===== src/rtl/tdc_io_pkg.sv =====
// Shared types and constants for the character-output UART path.
package tdc_io_pkg;

    typedef enum logic [1:0] {
        IDLE  = 2'd0,
        START = 2'd1,
        DATA  = 2'd2,
        STOP  = 2'd3
    } tx_state_e;

    localparam int   UART_DATA_BITS  = 8;
    localparam logic UART_IDLE_LEVEL = 1'b1;

endpackage


===== src/rtl/char_out_uart_tx_if.sv =====
// Push/pop channel between the UART transmitter and its byte FIFO.
// Handshake: push is a request qualified by full (dropped when full),
// pop is a request qualified by empty; both take effect on the clock edge.
interface char_out_uart_tx_if #(
    parameter int ADDR_W = 4
);
    import tdc_io_pkg::*;

    logic                      push;
    logic [UART_DATA_BITS-1:0] wdata;
    logic                      pop;
    logic [UART_DATA_BITS-1:0] rdata;
    logic                      full;
    logic                      empty;
    logic                      drop;
    logic [ADDR_W:0]           count;

    modport master (
        output push, wdata, pop,
        input  rdata, full, empty, drop, count
    );

    modport slave (
        input  push, wdata, pop,
        output rdata, full, empty, drop, count
    );

endinterface


===== src/rtl/char_out_uart_tx_byte_fifo.sv =====
// Single-clock byte FIFO; a push while full is discarded and flagged on drop,
// judged on the pre-edge count even if a pop happens on the same edge.
module char_out_uart_tx_byte_fifo
    import tdc_io_pkg::*;
#(
    parameter int ADDR_W = 4
) (
    input  logic clock,
    input  logic reset,
    char_out_uart_tx_if.slave fif
);

    localparam int              DEPTH     = 1 << ADDR_W;
    localparam logic [ADDR_W:0] CNT_DEPTH = (ADDR_W + 1)'(DEPTH);
    localparam logic [ADDR_W:0] CNT_ONE   = (ADDR_W + 1)'(1);
    localparam logic [ADDR_W-1:0] PTR_ONE = ADDR_W'(1);

    logic [UART_DATA_BITS-1:0] mem_q [DEPTH];
    logic [ADDR_W-1:0]         wr_ptr_q, wr_ptr_d;
    logic [ADDR_W-1:0]         rd_ptr_q, rd_ptr_d;
    logic [ADDR_W:0]           count_q, count_d;
    logic                      do_push, do_pop;

    assign fif.full  = (count_q == CNT_DEPTH);
    assign fif.empty = (count_q == '0);
    assign fif.count = count_q;
    assign fif.rdata = mem_q[rd_ptr_q];
    assign fif.drop  = fif.push & fif.full;

    assign do_push = fif.push & ~fif.full;
    assign do_pop  = fif.pop & ~fif.empty;

    always_comb begin
        wr_ptr_d = wr_ptr_q;
        rd_ptr_d = rd_ptr_q;
        count_d  = count_q;
        if (do_push) wr_ptr_d = wr_ptr_q + PTR_ONE;
        if (do_pop)  rd_ptr_d = rd_ptr_q + PTR_ONE;
        case ({do_push, do_pop})
            2'b10:   count_d = count_q + CNT_ONE;
            2'b01:   count_d = count_q - CNT_ONE;
            default: count_d = count_q;
        endcase
    end

    always_ff @(posedge clock) begin
        if (reset) begin
            wr_ptr_q <= '0;
            rd_ptr_q <= '0;
            count_q  <= '0;
        end else begin
            wr_ptr_q <= wr_ptr_d;
            rd_ptr_q <= rd_ptr_d;
            count_q  <= count_d;
        end
    end

    // Storage needs no reset: the count alone decides what is valid.
    always_ff @(posedge clock) begin
        if (do_push) mem_q[wr_ptr_q] <= fif.wdata;
    end

endmodule


===== src/rtl/char_out_uart_tx.sv =====
// Buffers character-output strobes and sends them as UART 8N1, LSB first,
// with frames back to back while bytes are queued; drops set a sticky flag.
module char_out_uart_tx
    import tdc_io_pkg::*;
#(
    parameter int CLOCKS_PER_BIT  = 434,
    parameter int FIFO_ADDR_WIDTH = 4
) (
    input  logic                      clock,
    input  logic                      reset,
    input  logic                      out_en,
    input  logic [UART_DATA_BITS-1:0] out_data,
    output logic                      tx,
    output logic                      busy,
    output logic                      fifo_full,
    output logic                      overflow,
    output tx_state_e                 dbg_state
);

    localparam int             CW       = $clog2(CLOCKS_PER_BIT);
    localparam logic [CW-1:0]  BAUD_MAX = CW'(CLOCKS_PER_BIT - 1);
    localparam logic [CW-1:0]  BAUD_ONE = CW'(1);

    char_out_uart_tx_if #(.ADDR_W(FIFO_ADDR_WIDTH)) fif ();

    tx_state_e                 state_q, state_d;
    logic [CW-1:0]             baud_q, baud_d;
    logic [2:0]                bit_q, bit_d;
    logic [UART_DATA_BITS-1:0] shift_q, shift_d;
    logic                      tx_q, tx_d;
    logic                      overflow_q;
    logic                      pop;
    logic                      baud_last;

    char_out_uart_tx_byte_fifo #(.ADDR_W(FIFO_ADDR_WIDTH)) u_fifo (
        .clock (clock),
        .reset (reset),
        .fif   (fif.slave)
    );

    assign fif.push  = out_en;
    assign fif.wdata = out_data;
    assign fif.pop   = pop;

    assign baud_last = (baud_q == BAUD_MAX);

    always_comb begin
        state_d = state_q;
        baud_d  = baud_q;
        bit_d   = bit_q;
        shift_d = shift_q;
        tx_d    = UART_IDLE_LEVEL;
        pop     = 1'b0;
        case (state_q)
            IDLE: begin
                if (!fif.empty) begin
                    pop     = 1'b1;
                    shift_d = fif.rdata;
                    baud_d  = '0;
                    state_d = START;
                end
            end
            START: begin
                tx_d = 1'b0;
                if (baud_last) begin
                    baud_d  = '0;
                    bit_d   = '0;
                    state_d = DATA;
                end else begin
                    baud_d = baud_q + BAUD_ONE;
                end
            end
            DATA: begin
                tx_d = shift_q[0];
                if (baud_last) begin
                    baud_d  = '0;
                    shift_d = {1'b0, shift_q[UART_DATA_BITS-1:1]};
                    if (bit_q == 3'd7) state_d = STOP;
                    else               bit_d   = bit_q + 3'd1;
                end else begin
                    baud_d = baud_q + BAUD_ONE;
                end
            end
            STOP: begin
                tx_d = UART_IDLE_LEVEL;
                if (baud_last) begin
                    baud_d = '0;
                    // Chain straight into the next start bit when data waits.
                    if (!fif.empty) begin
                        pop     = 1'b1;
                        shift_d = fif.rdata;
                        state_d = START;
                    end else begin
                        state_d = IDLE;
                    end
                end else begin
                    baud_d = baud_q + BAUD_ONE;
                end
            end
            default: state_d = IDLE;
        endcase
    end

    always_ff @(posedge clock) begin
        if (reset) begin
            state_q    <= IDLE;
            baud_q     <= '0;
            bit_q      <= '0;
            shift_q    <= '0;
            tx_q       <= UART_IDLE_LEVEL;
            overflow_q <= 1'b0;
        end else begin
            state_q    <= state_d;
            baud_q     <= baud_d;
            bit_q      <= bit_d;
            shift_q    <= shift_d;
            tx_q       <= tx_d;
            overflow_q <= overflow_q | fif.drop;
        end
    end

    assign tx        = tx_q;
    assign busy      = (state_q != IDLE) || (fif.count != '0);
    assign fifo_full = fif.full;
    assign overflow  = overflow_q;
    assign dbg_state = state_q;

endmodule


===== config.mk =====
export PLATFORM = sky130hd
export DESIGN_NAME = char_out_uart_tx
export DESIGN_NICKNAME = d
export VERILOG_FILES = /design/src/rtl/tdc_io_pkg.sv /design/src/rtl/char_out_uart_tx_if.sv /design/src/rtl/char_out_uart_tx_byte_fifo.sv /design/src/rtl/char_out_uart_tx.sv
export SDC_FILE = /design/constraint.sdc
export NUM_CORES = 1
export LEC_CHECK = 0
export BUFFER_PORTS_ARGS = -buffer_cell sky130_fd_sc_hd__buf_2
export CAP_MARGIN = 0
export CORE_UTILIZATION = 56
export DETAILED_ROUTE_END_ITERATION = 8
export PLACE_DENSITY = 0.87
export SLEW_MARGIN = 30
export SYNTH_ARGS = -nofsm -noshare
export SYNTH_HDL_FRONTEND = slang
export SYNTH_SLANG_ARGS = --single-unit
export TNS_END_PERCENT = 20

===== constraint.sdc =====
create_clock -name clock -period 3.02 [get_ports clock]
set_clock_uncertainty 0.2 [all_clocks]
set_input_delay 0.604 -clock clock [delete_from_list [all_inputs] [get_ports clock]]
set_output_delay 0.604 -clock clock [all_outputs]
set_load 0.05 [all_outputs]

==> results by group, run 1 <==
Power
  • Leak: 2.84 nW
  • Switching share of total power: 31.4%
  • Internal power: between 4 and 5 mW
  • Tot Pwr: approximately 7.2 mW
  • Flop pwr share: 39.2%
  • Comb pwr share: 30.2%
  • Maximum VDD drop: around 670 uV
  • Power Dens Cells: a little under 900 nW/um^2
  • Switching pwr: 2.25 mW
  • Clock network fraction of total power: a little under a third

Timing
  • Slew @ Worst Pin: 0.685 ns
  • Timing-limited maximum frequency: ~350 MHz
  • Hold Vio Cnt, Final: 0
  • Post-route clock period utilization: a little over nine tenths
  • Max-slew headroom: a little over half
  • Crit path time final: between 2 and 3 ns
  • Slew Limit Fails: 0
  • Worst hold slack: 0.262 ns
  • Final worst slack: approximately 0.16 ns
  • # setup viols final: 0

Logic synthesis
  • EDFF count, synth: about 130
  • Syn Area/Cell: between 15 and 20 sq um
  • Register area share after synthesis: around 65%
  • Synth Area in Adders: roughly 3%
  • Distinct cells, synth: 55
  • Post-Syn Area: around 7100 sq um
  • Number of synthesized register bits: ~170
  • Post-synth top cells: 128 x edfxtp_1, 50 x nor2_1, 41 x dfxtp_1
  • Synth top area share: between 50 and 60%
  • Post-Synth XOR/XNOR Area: 2.09%
  • Top-count cell post-synth: edfxtp_1
  • Post-Synth Simple-Gate Area: ~8.5%
  • Syn_nets: 484
  • Asr flop ratio synth: 0%
  • Mapped Cells: 456
  • Largest cells by area after synthesis: edfxtp_1 54%, dfxtp_1 12%, mux4_2 10%
  • Largest family of logic cells by synthesized area: multiplexers
  • Leading area contributor after synthesis: edfxtp_1
  • Mux share of post-synthesis cell area: between 10% and 20%
  • Main synth FF type: edfxtp_1
  • YS warnings: 0
  • Synth Area in Compound Gates: a little over 6%

Setup path
  • Top delay family on crit path: simple AND/OR/NAND/NOR gates
  • Crit path arrival time: 3.02 ns
  • Worst-path cell chain: or4b_4 -> nor2_8 -> o21a_1 -> ha_4 -> xor2_1 -> ha_2 -> a31oi_1 -> or4_1 -> a22o_1 -> nand2_1
  • Setup CP Type: reg2reg
  • Slowest-stage cell, CP: or4b_4
  • CP peak stage delay: approximately 0.60 ns
  • Crit Path Max Fanout: 6
  • Critical Path Start Type: flip-flop
  • Data required, critical path: approximately 3.2 ns
  • CP Buf/Inv Count: 0
  • Endpoint class of the critical path: flip-flop

Placed design
  • DP HPWL: ~8500 um
  • Placed cells: roughly 640
  • Placer Congestion: 0.832
  • Port Buffers: 16
  • Pre-CTS setup slack: 0.0671 ns

Hold path
  • Hold WC Path Type: in2reg

Clock tree
  • H-Tree Depth: 4
  • Hold-fix buffers, CTS: 0
  • CTS Sinks: approximately 170
  • Insertion delay to the later sink of the worst-skew pair: roughly 0.42 ns
  • Clk slew on worst S/H paths: 0.07 ns
  • Number of CTS-inserted buffers: 17
  • CTS tree: done
  • Clock Path Buffers: 2
  • CTS root buf: clkbuf_16

Route
  • TritonRoute pass-1 iters: 5
  • Starting DRT DRC Count: 320
  • Routed length per placed instance: 21.0 um
  • Routed wire length: approximately 14000 um
  • Via count: 3993
  • Via density per instance: between 5 and 6
  • Routed Antenna Nets: 0
  • DRC: 0

Cells and area
  • Non-filler cells, final: 679
  • Finished Core Util: around 67%
  • Fillers: approximately 820
  • Layout cells sized above 1: approximately a quarter
  • Antenna Cells: 0
  • Area growth syn-to-layout: 14.7%
  • Fin nets: ~530

Global route
  • Antenna violations before repair: 0
  • First-pass GRT wire length: around 22000 um
  • GRT Util Overall: a little under a quarter
  • Vias in the first global route: 4139
  • Grt ovf: 0
  • Largest net degree at the start of global routing: 39

Die
  • Initial Utilization: 58.4%
  • Die width: 115 um
  • Die height: between 100 and 150 um
  • IO Count: 17
  • Core area: roughly 12000 sq um
  • Die area: between 10000 and 15000 sq um
  • Row count: 40

Job
  • Maxcap violations: 0

Run status
  • Status: finished clean
-- stage by stage --
step	TNS, ns	instance area [sq um]
final	0	8170
after CTS	0	8100
after detailed placement	0	7490
after floorplan	0	7140
after global routing	-0.0244	8170
after global placement	0	7490
-- layer usage --
metal	global-route usage, %	vias up	part of all wire, %
li1	-	1835	-
met1	28.5	2008	40
met2	40.7	123	53
met3	6.01	27	4.9
met4	11.9	0	2.6
met5	0	-	0
-- cell families (layout without fill, tap and decap cells) --
kind of cell,after synthesis,after routing
AO/OA/AOI/OAI,55,55
flip-flops,169,169
AND/OR/NAND/NOR,119,119
multiplexers,46,46
buffers and inverters,33,88
XOR/XNOR,17,17
adder cells (fa/ha/maj),17,17
-- power by group through the flow --
stage | combinational, mW | sequential, mW | clock (mW)
3_3_place_gp | 1.94 | 2.83 | 0
6_report | 2.17 | 2.81 | 2.20
4_1_cts | 2.04 | 2.81 | 2.24
3_5_place_dp | 2.01 | 2.85 | 0
5_1_grt | 2.35 | 2.83 | 2.33
2_1_floorplan | 1.67 | 2.85 | 0
-- cell usage in the layout, fill, tap and decap left out, types with 3 or more instances in the layout --
master	count
a211o_1	8
a211oi_1	9
a21oi_1	10
a311oi_1	5
buf_2	16
buf_4	31
clkbuf_16	17
dfxtp_1	38
edfxtp_1	128
ha_1	14
inv_1	7
inv_6	4
inv_8	5
mux2i_1	12
mux4_2	33
nand2_1	23
nand2b_1	5
nand4_1	9
nor2_1	50
nor2b_1	10
nor3_1	4
o21ai_0	3
or3b_2	3
xnor2_1	5
xor2_1	12
-- area by class of cell --
class                   count  area (sq um)  share of cell area [%]
flip-flops and latches    169          4670                    57.2
multi-input cells         254          2320                    28.4
clock buffers              17           425                    5.21
repair buffers             48           333                    4.07
well taps                 168           210                    2.57
clock inverters            15           178                    2.17
inverters                   8          33.8                   0.413
-- worst register-to-register path: stages, from the launching register on --
cell	delay, ns
dfxtp_1	0.33
or4b_4	0.60
nor2_8	0.13
o21a_1	0.18
ha_4	0.18
xor2_1	0.16
ha_2	0.20
a31oi_1	0.13
or4_1	0.42
a22o_1	0.20
nand2_1	0.06
-- state kept, by name, indices dropped and copies added (netlist names), named ones only --
name              cells
dbg_state             2
u_fifo.wr_ptr_q       4
bit_q                 3
u_fifo.mem_q        128
overflow              1
baud_q                9
tx                    1
u_fifo.fif.count      5
u_fifo.rd_ptr_q       4
shift_q               8
-- worst paths after layout --
check | start | to | slack, ns | cells after the start
worst max-delay path | baud_q[3] | u_fifo.fif.count[4] | 0.16 | 10
worst max register to register | baud_q[3] | u_fifo.fif.count[4] | 0.16 | 10
worst min-delay path | out_en | overflow | 0.26 | 3
worst min register to register | bit_q[2] | bit_q[2] | 0.27 | 2
-- repair_timing --
action	4_1_cts	5_1_grt
setup buffers	0	5
setup endpoints to repair	0	2
resized for setup	0	6
No activity file was read; power rests on OpenSTA's default activity.
==> inputs of run 2 (changes only) <==
--- a/config.mk
+++ b/config.mk
@@ -5,6 +5,7 @@
 export SDC_FILE = /design/constraint.sdc
 export NUM_CORES = 1
 export LEC_CHECK = 0
+export ABC_AREA = 1
 export BUFFER_PORTS_ARGS = -buffer_cell sky130_fd_sc_hd__buf_2
 export CAP_MARGIN = 0
 export CORE_UTILIZATION = 56
==> run 2 against run 1 <==
Net effect: first-iteration DRC count rose by 32%; cell area shrank 1.4%; global-route usage decreased by 0.81 points; routed wire length rose by 1.3%; clock power is 9.5% lower.
==> results by group, run 2 <==
Timing
  • Timing-limited maximum frequency: about 360 MHz
  • TNS Setup: 0 ns
  • Max-slew headroom: 42.7%
  • Post-route clock period utilization: between 90 and 100%
  • Slew @ Worst Pin: 0.856 ns
  • RSZ-0062 raised after global routing: false
  • Hold Vio Cnt, Final: 0
  • Slew Limit Fails: 0
  • # setup viols final: 0
  • Crit path time final: ~2.8 ns

Logic synthesis
  • Leading area contributor after synthesis: edfxtp_1
  • Number of synthesized register bits: between 150 and 200
  • EDFF count, synth: around 130
  • Syn Area/Cell: roughly 12 sq um
  • YS warnings: 0
  • Syn_nets: approximately 660
  • Top-count cell post-synth: edfxtp_1
  • Post-synth top cells: 128 x edfxtp_1, 70 x inv_1, 62 x a21oi_1
  • Largest cells by area after synthesis: edfxtp_1 53%, dfxtp_1 11%, mux2i_1 4.4%
  • Register area share after synthesis: around 64%
  • Distinct cells, synth: 38
  • Asr flop ratio synth: 0%
  • Mapped Cells: ~630
  • Post-Syn Area: 7240 sq um
  • Main synth FF type: edfxtp_1
  • Synth top area share: 53.1%

Cells and area
  • Antenna Cells: 0
  • Area growth syn-to-layout: 11.3%
  • Commonest non-fill, non-tap cell in the layout: edfxtp_1
  • Reg area: approximately 4700 sq um
  • Top Registers: u_fifo.mem_q (128), baud_q (9), shift_q (8)
  • Layout cells sized above 1: around 12%
  • Fin nets: slightly below 700
  • Max FFs per register: between 100 and 150
  • Reg with most FFs: u_fifo.mem_q
  • Most frequent cells in the layout: 128 x edfxtp_1, 70 x inv_1, 62 x a21oi_1
  • Area of the multi-input gates: between 2000 and 2500 sq um
  • Fillers: 923

Route
  • Routed wire length: 14400 um
  • Via count: between 4000 and 5000
  • Routed Antenna Nets: 0
  • Routed length per placed instance: around 17 um
  • Via density per instance: about 5.7
  • DRC: 0
  • Starting DRT DRC Count: 423
  • TritonRoute pass-1 iters: 5

Clock tree
  • CTS Sinks: ~170
  • Hold-fix buffers, CTS: 0
  • CTS-repair resized insts: 0
  • H-Tree Depth: 4
  • Clk slew on worst S/H paths: 0.06 ns
  • Number of CTS-inserted buffers: 17
  • Clock Path Buffers: 2
  • Insertion delay to the later sink of the worst-skew pair: approximately 0.42 ns
  • Setup bufs post-CTS: 0
  • CTS tree: done
  • CTS root buf: clkbuf_16

Die
  • Row count: 41
  • Initial Utilization: 57.4%
  • IO Count: 17
  • Die width: 116 um
  • Die area: 13400 sq um
  • Die height: roughly 120 um
  • Core area: between 10000 and 15000 sq um

Placed design
  • DP HPWL: approximately 9700 um
  • Placer Congestion: 0.844
  • Port Buffers: 16

Setup path
  • Endpoint class of the critical path: flip-flop
  • Reg2reg end: u_fifo.fif.count[4]
  • R2R Path Start: dbg_state[0]
  • Data required, critical path: between 3 and 4 ns
  • Critical Path Start Type: flip-flop
  • Crit path arrival time: a little under 3 ns
  • Cells on worst reg2reg path: 19
  • Setup CP Type: reg2reg
  • Register-to-register setup slack: ~0.22 ns
  • Crit Path Max Fanout: 6

Global route
  • GRT Util Overall: 23.1%
  • First-pass GRT wire length: approximately 23000 um
  • Vias in the first global route: ~4600
  • Largest net degree at the start of global routing: 68
  • Antenna violations before repair: 0
  • Grt ovf: 0

Power
  • Flop pwr share: between 40% and 50%
  • Maximum VDD drop: slightly above 700 uV
  • Tot Pwr: 6.69 mW
  • Clock network fraction of total power: 29.8%
  • Comb pwr share: between 20% and 30%
  • Leak: 2.94 nW
  • Power Dens Cells: slightly above 800 nW/um^2
  • Switching share of total power: 33.7%
  • Internal power: roughly 4.4 mW
  • Switching pwr: around 2.3 mW

Hold path
  • Hold WC Path Type: in2reg
  • Hold Startpoint: out_en
  • Worst Hold End: overflow
  • Worst hold stages: 3

Run status
  • Status: finished clean

Job
  • Maxcap violations: 0
## run 2: worst max-delay path, stage by stage (launching register included)
cell and delay, ns:
dfxtp_1 0.42, inv_1 0.12, ha_1 0.34, inv_1 0.07
nand2_1 0.05, inv_1 0.15, nand2_2 0.10, inv_2 0.09
ha_1 0.24, xnor2_1 0.17, inv_1 0.08, ha_1 0.18
inv_1 0.07, nand2_2 0.07, nand2_2 0.06, nand2_1 0.05
nand2_1 0.06, nand2_1 0.05, nand2_1 0.06, a21oi_2 0.05
## run 2: metrics by stage
step	util, %	hold WS, ns	area [sq um]	std cells	setup slack, ns
floorplan	-	0.234	7240	629	0.165
global placement	59.6	0.246	7520	806	0.447
detailed placement	59.6	0.257	7520	806	0.267
CTS	63.9	0.226	8060	838	0.248
global route	63.9	0.256	8060	838	0.0240
finish	63.9	0.250	8060	838	0.220
## run 2: power groups by stage
stage	combinational, mW	clock [mW]	sequential (mW)
floorplan	1.42	0	2.85
global placement	1.68	0	2.92
detailed placement	1.78	0	2.93
CTS	1.80	2.01	2.89
global route	2.01	2.09	2.92
finish	1.81	1.99	2.89
## run 2: final cells by class
class | count | share of cell area, %
repair buffers | 31 | 2.39
inverters | 77 | 3.59
clock buffers | 19 | 5.37
flip-flops and latches | 169 | 57.9
well taps | 172 | 2.67
clock inverters | 13 | 1.27
multi-input cells | 357 | 26.8
## run 2: kinds of logic (layout without fill, tap and decap cells)
family | count (synthesis) | in the layout | share of synthesized area [%]
multiplexers | 32 | 32 | 4.43
XOR/XNOR | 3 | 3 | 0.363
buffers and inverters | 103 | 140 | 5.74
AO/OA/AOI/OAI | 168 | 168 | 13.3
flip-flops | 169 | 169 | 64.4
AND/OR/NAND/NOR | 137 | 137 | 8.75
adder cells (fa/ha/maj) | 17 | 17 | 2.94
## run 2: worst max-delay path by stage
stage / startpoint / to / slack [ns]
after floorplan: dbg_state[0] / u_fifo.fif.count[4] / 0.16
after global placement: dbg_state[0] / u_fifo.fif.count[4] / 0.45
after detailed placement: dbg_state[0] / u_fifo.fif.count[4] / 0.27
after CTS: dbg_state[0] / u_fifo.fif.count[4] / 0.25
after global routing: dbg_state[0] / u_fifo.fif.count[4] / 0.02
final: dbg_state[0] / u_fifo.fif.count[4] / 0.22
## run 2: layer usage
layer	vias up	global-route usage, %	part of all wire [%]
met3	35	6.85	6.7
li1	2280	-	-
met4	0	10.9	2.5
met2	207	38.5	49
met5	-	0	0
met1	2276	27.6	41
==> inputs of run 3 (changes only) <==
--- a/config.mk
+++ b/config.mk
@@ -9,6 +9,7 @@
 export BUFFER_PORTS_ARGS = -buffer_cell sky130_fd_sc_hd__buf_2
 export CAP_MARGIN = 0
 export CORE_UTILIZATION = 56
+export CTS_BUF_LIST = sky130_fd_sc_hd__clkbuf_4 sky130_fd_sc_hd__clkbuf_8 sky130_fd_sc_hd__clkbuf_16
 export DETAILED_ROUTE_END_ITERATION = 8
 export PLACE_DENSITY = 0.87
 export SLEW_MARGIN = 30
==> run 3 against run 2 <==
Net effect: via count is 0.21% higher; utilization is 0.060 points higher; worst setup slack worse by 0.012 ns; sequential share of layout area is 0.054 points lower; first-iteration DRC count is 17% higher; hold slack worse by 0.0030 ns; clock power hardly changed; maximum frequency is 0.44% lower; total power is 0.45% higher; routed wire length is 0.75% higher; combinational power hardly changed; register-to-register slack hardly changed; critical path type unchanged.
==> results by group, run 3 (synthesis results as in run 2) <==
Run status
  • Status: finished clean

Clock tree
  • Insertion delay to the later sink of the worst-skew pair: roughly 0.43 ns
  • CTS-repair resized insts: 0
  • Hold-fix buffers, CTS: 0
  • Clk slew on worst S/H paths: 0.06 ns
  • CTS tree: done
  • H-Tree Depth: 4
  • Setup bufs post-CTS: 0
  • CTS Sinks: roughly 170
  • CTS root buf: clkbuf_16
  • Clock Path Buffers: 2
  • Number of CTS-inserted buffers: 17

Timing
  • Hold Vio Cnt, Final: 0
  • Slew Limit Fails: 0
  • Post-route clock period utilization: between 90% and 100%
  • TNS Setup: 0 ns
  • Crit path time final: roughly 2.8 ns
  • Slew @ Worst Pin: about 0.85 ns
  • RSZ-0062 raised after global routing: false
  • Timing-limited maximum frequency: between 300 and 400 MHz
  • # setup viols final: 0
  • Max-slew headroom: approximately 43%

Placed design
  • Port Buffers: 16
  • Placer Congestion: around 0.84
  • DP HPWL: slightly below 10000 um

Setup path
  • Setup CP Type: reg2reg
  • CP peak stage delay: just over 0.4 ns
  • Data required, critical path: about 3.1 ns
  • Critical Path Start Type: flip-flop
  • Crit path arrival time: between 2 and 3 ns
  • Top delay family on crit path: adder cells
  • Endpoint class of the critical path: flip-flop
  • Crit Path Max Fanout: 6
  • CP Buf/Inv Count: 6
  • Worst-path cell chain: inv_1 -> ha_1 -> inv_1 -> nand2_1 -> inv_1 -> nand2_2 -> inv_2 -> ha_1 -> xnor2_1 -> inv_1 -> ha_1 -> inv_1 -> nand2_2 -> nand2_2 -> nand2_1 -> nand2_1 -> nand2_1 -> nand2_1 -> a21oi_2
  • Slowest-stage cell, CP: dfxtp_1

Die
  • Core area: between 10000 and 15000 sq um
  • Die area: 13400 sq um
  • Initial Utilization: ~57%
  • Row count: 41
  • IO Count: 17
  • Die height: approximately 120 um
  • Die width: between 100 and 150 um

Global route
  • Vias in the first global route: 4573
  • Antenna violations before repair: 0
  • Largest net degree at the start of global routing: between 60 and 70
  • Grt ovf: 0
  • GRT Util Overall: roughly 23%
  • First-pass GRT wire length: around 23000 um

Route
  • Via count: 4808
  • Starting DRT DRC Count: about 490
  • Via density per instance: approximately 5.7
  • DRC: 0
  • TritonRoute pass-1 iters: 6
  • Routed Antenna Nets: 0
  • Routed wire length: approximately 15000 um
  • Routed length per placed instance: roughly 17 um

Power
  • Tot Pwr: slightly below 7 mW
  • Maximum VDD drop: 723 uV
  • Power Dens Cells: ~830 nW/um^2
  • Leak: between 2 and 3 nW

Cells and area
  • Reg with most FFs: u_fifo.mem_q
  • Commonest non-fill, non-tap cell in the layout: edfxtp_1
  • Area growth syn-to-layout: 11.4%
  • Fillers: approximately 900
  • Antenna Cells: 0
  • Fin nets: just under 700
  • Max FFs per register: roughly 130
  • Layout cells sized above 1: between 10% and 20%
  • Top Registers: u_fifo.mem_q (128), baud_q (9), shift_q (8)
  • Most frequent cells in the layout: 128 x edfxtp_1, 70 x inv_1, 62 x a21oi_1

Hold path
  • Hold WC Path Type: in2reg

Job
  • Maxcap violations: 0
[run 3: path summary, 6_finish.rpt]
| path | cells after the start | startpoint | slack (ns) | to |
|---|---|---|---|---|
| setup / recovery | 19 | dbg_state[0] | 0.21 | u_fifo.fif.count[4] |
| hold reg to reg | 2 | bit_q[1] | 0.27 | bit_q[1] |
| setup reg to reg | 19 | dbg_state[0] | 0.21 | u_fifo.fif.count[4] |
| hold / removal | 3 | out_en | 0.25 | overflow |
[run 3: worst reg2reg max path, delay by kind of cell (launching register included)]
| kind | cells | cell delay, ns |
|---|---|---|
| fa+ha+maj | 3 | 0.77 |
| buf+inv | 6 | 0.59 |
| simple gates | 8 | 0.50 |
| flops | 1 | 0.41 |
| xor+xnor | 1 | 0.17 |
| compound gates | 1 | 0.05 |
[run 3: cell type report]
class	instances	area (sq um)	area share, %
Clock buffer	19	440	5.46
Clock inverter	13	103	1.27
Inverter	77	289	3.58
Multi-Input combinational cell	357	2160	26.8
Sequential cell	169	4670	57.9
Tap cell	172	215	2.67
Timing Repair Buffer	31	193	2.39
[run 3: stage by stage]
stage,instance area [sq um],hold WS [ns],setup WS (ns),util (%),std cells
2_1_floorplan,7240,0.234,0.165,-,629
3_3_place_gp,7520,0.246,0.447,59.6,806
3_5_place_dp,7520,0.257,0.267,59.6,806
4_1_cts,8070,0.226,0.248,63.9,838
5_1_grt,8070,0.256,0.0240,63.9,838
6_report,8070,0.247,0.208,63.9,838
[run 3: where the power goes]
group          switching, mW  internal [mW]
clock network          0.873           1.14
logic                   1.18          0.633
registers              0.212           2.68
[run 3: metal layers]
layer	vias up	GRT usage [%]	wire, um
met4	0	11.4	372
li1	2285	-	-
met1	2295	27.6	5990
met3	33	6.85	1000
met5	-	0	0
met2	195	38.6	7150
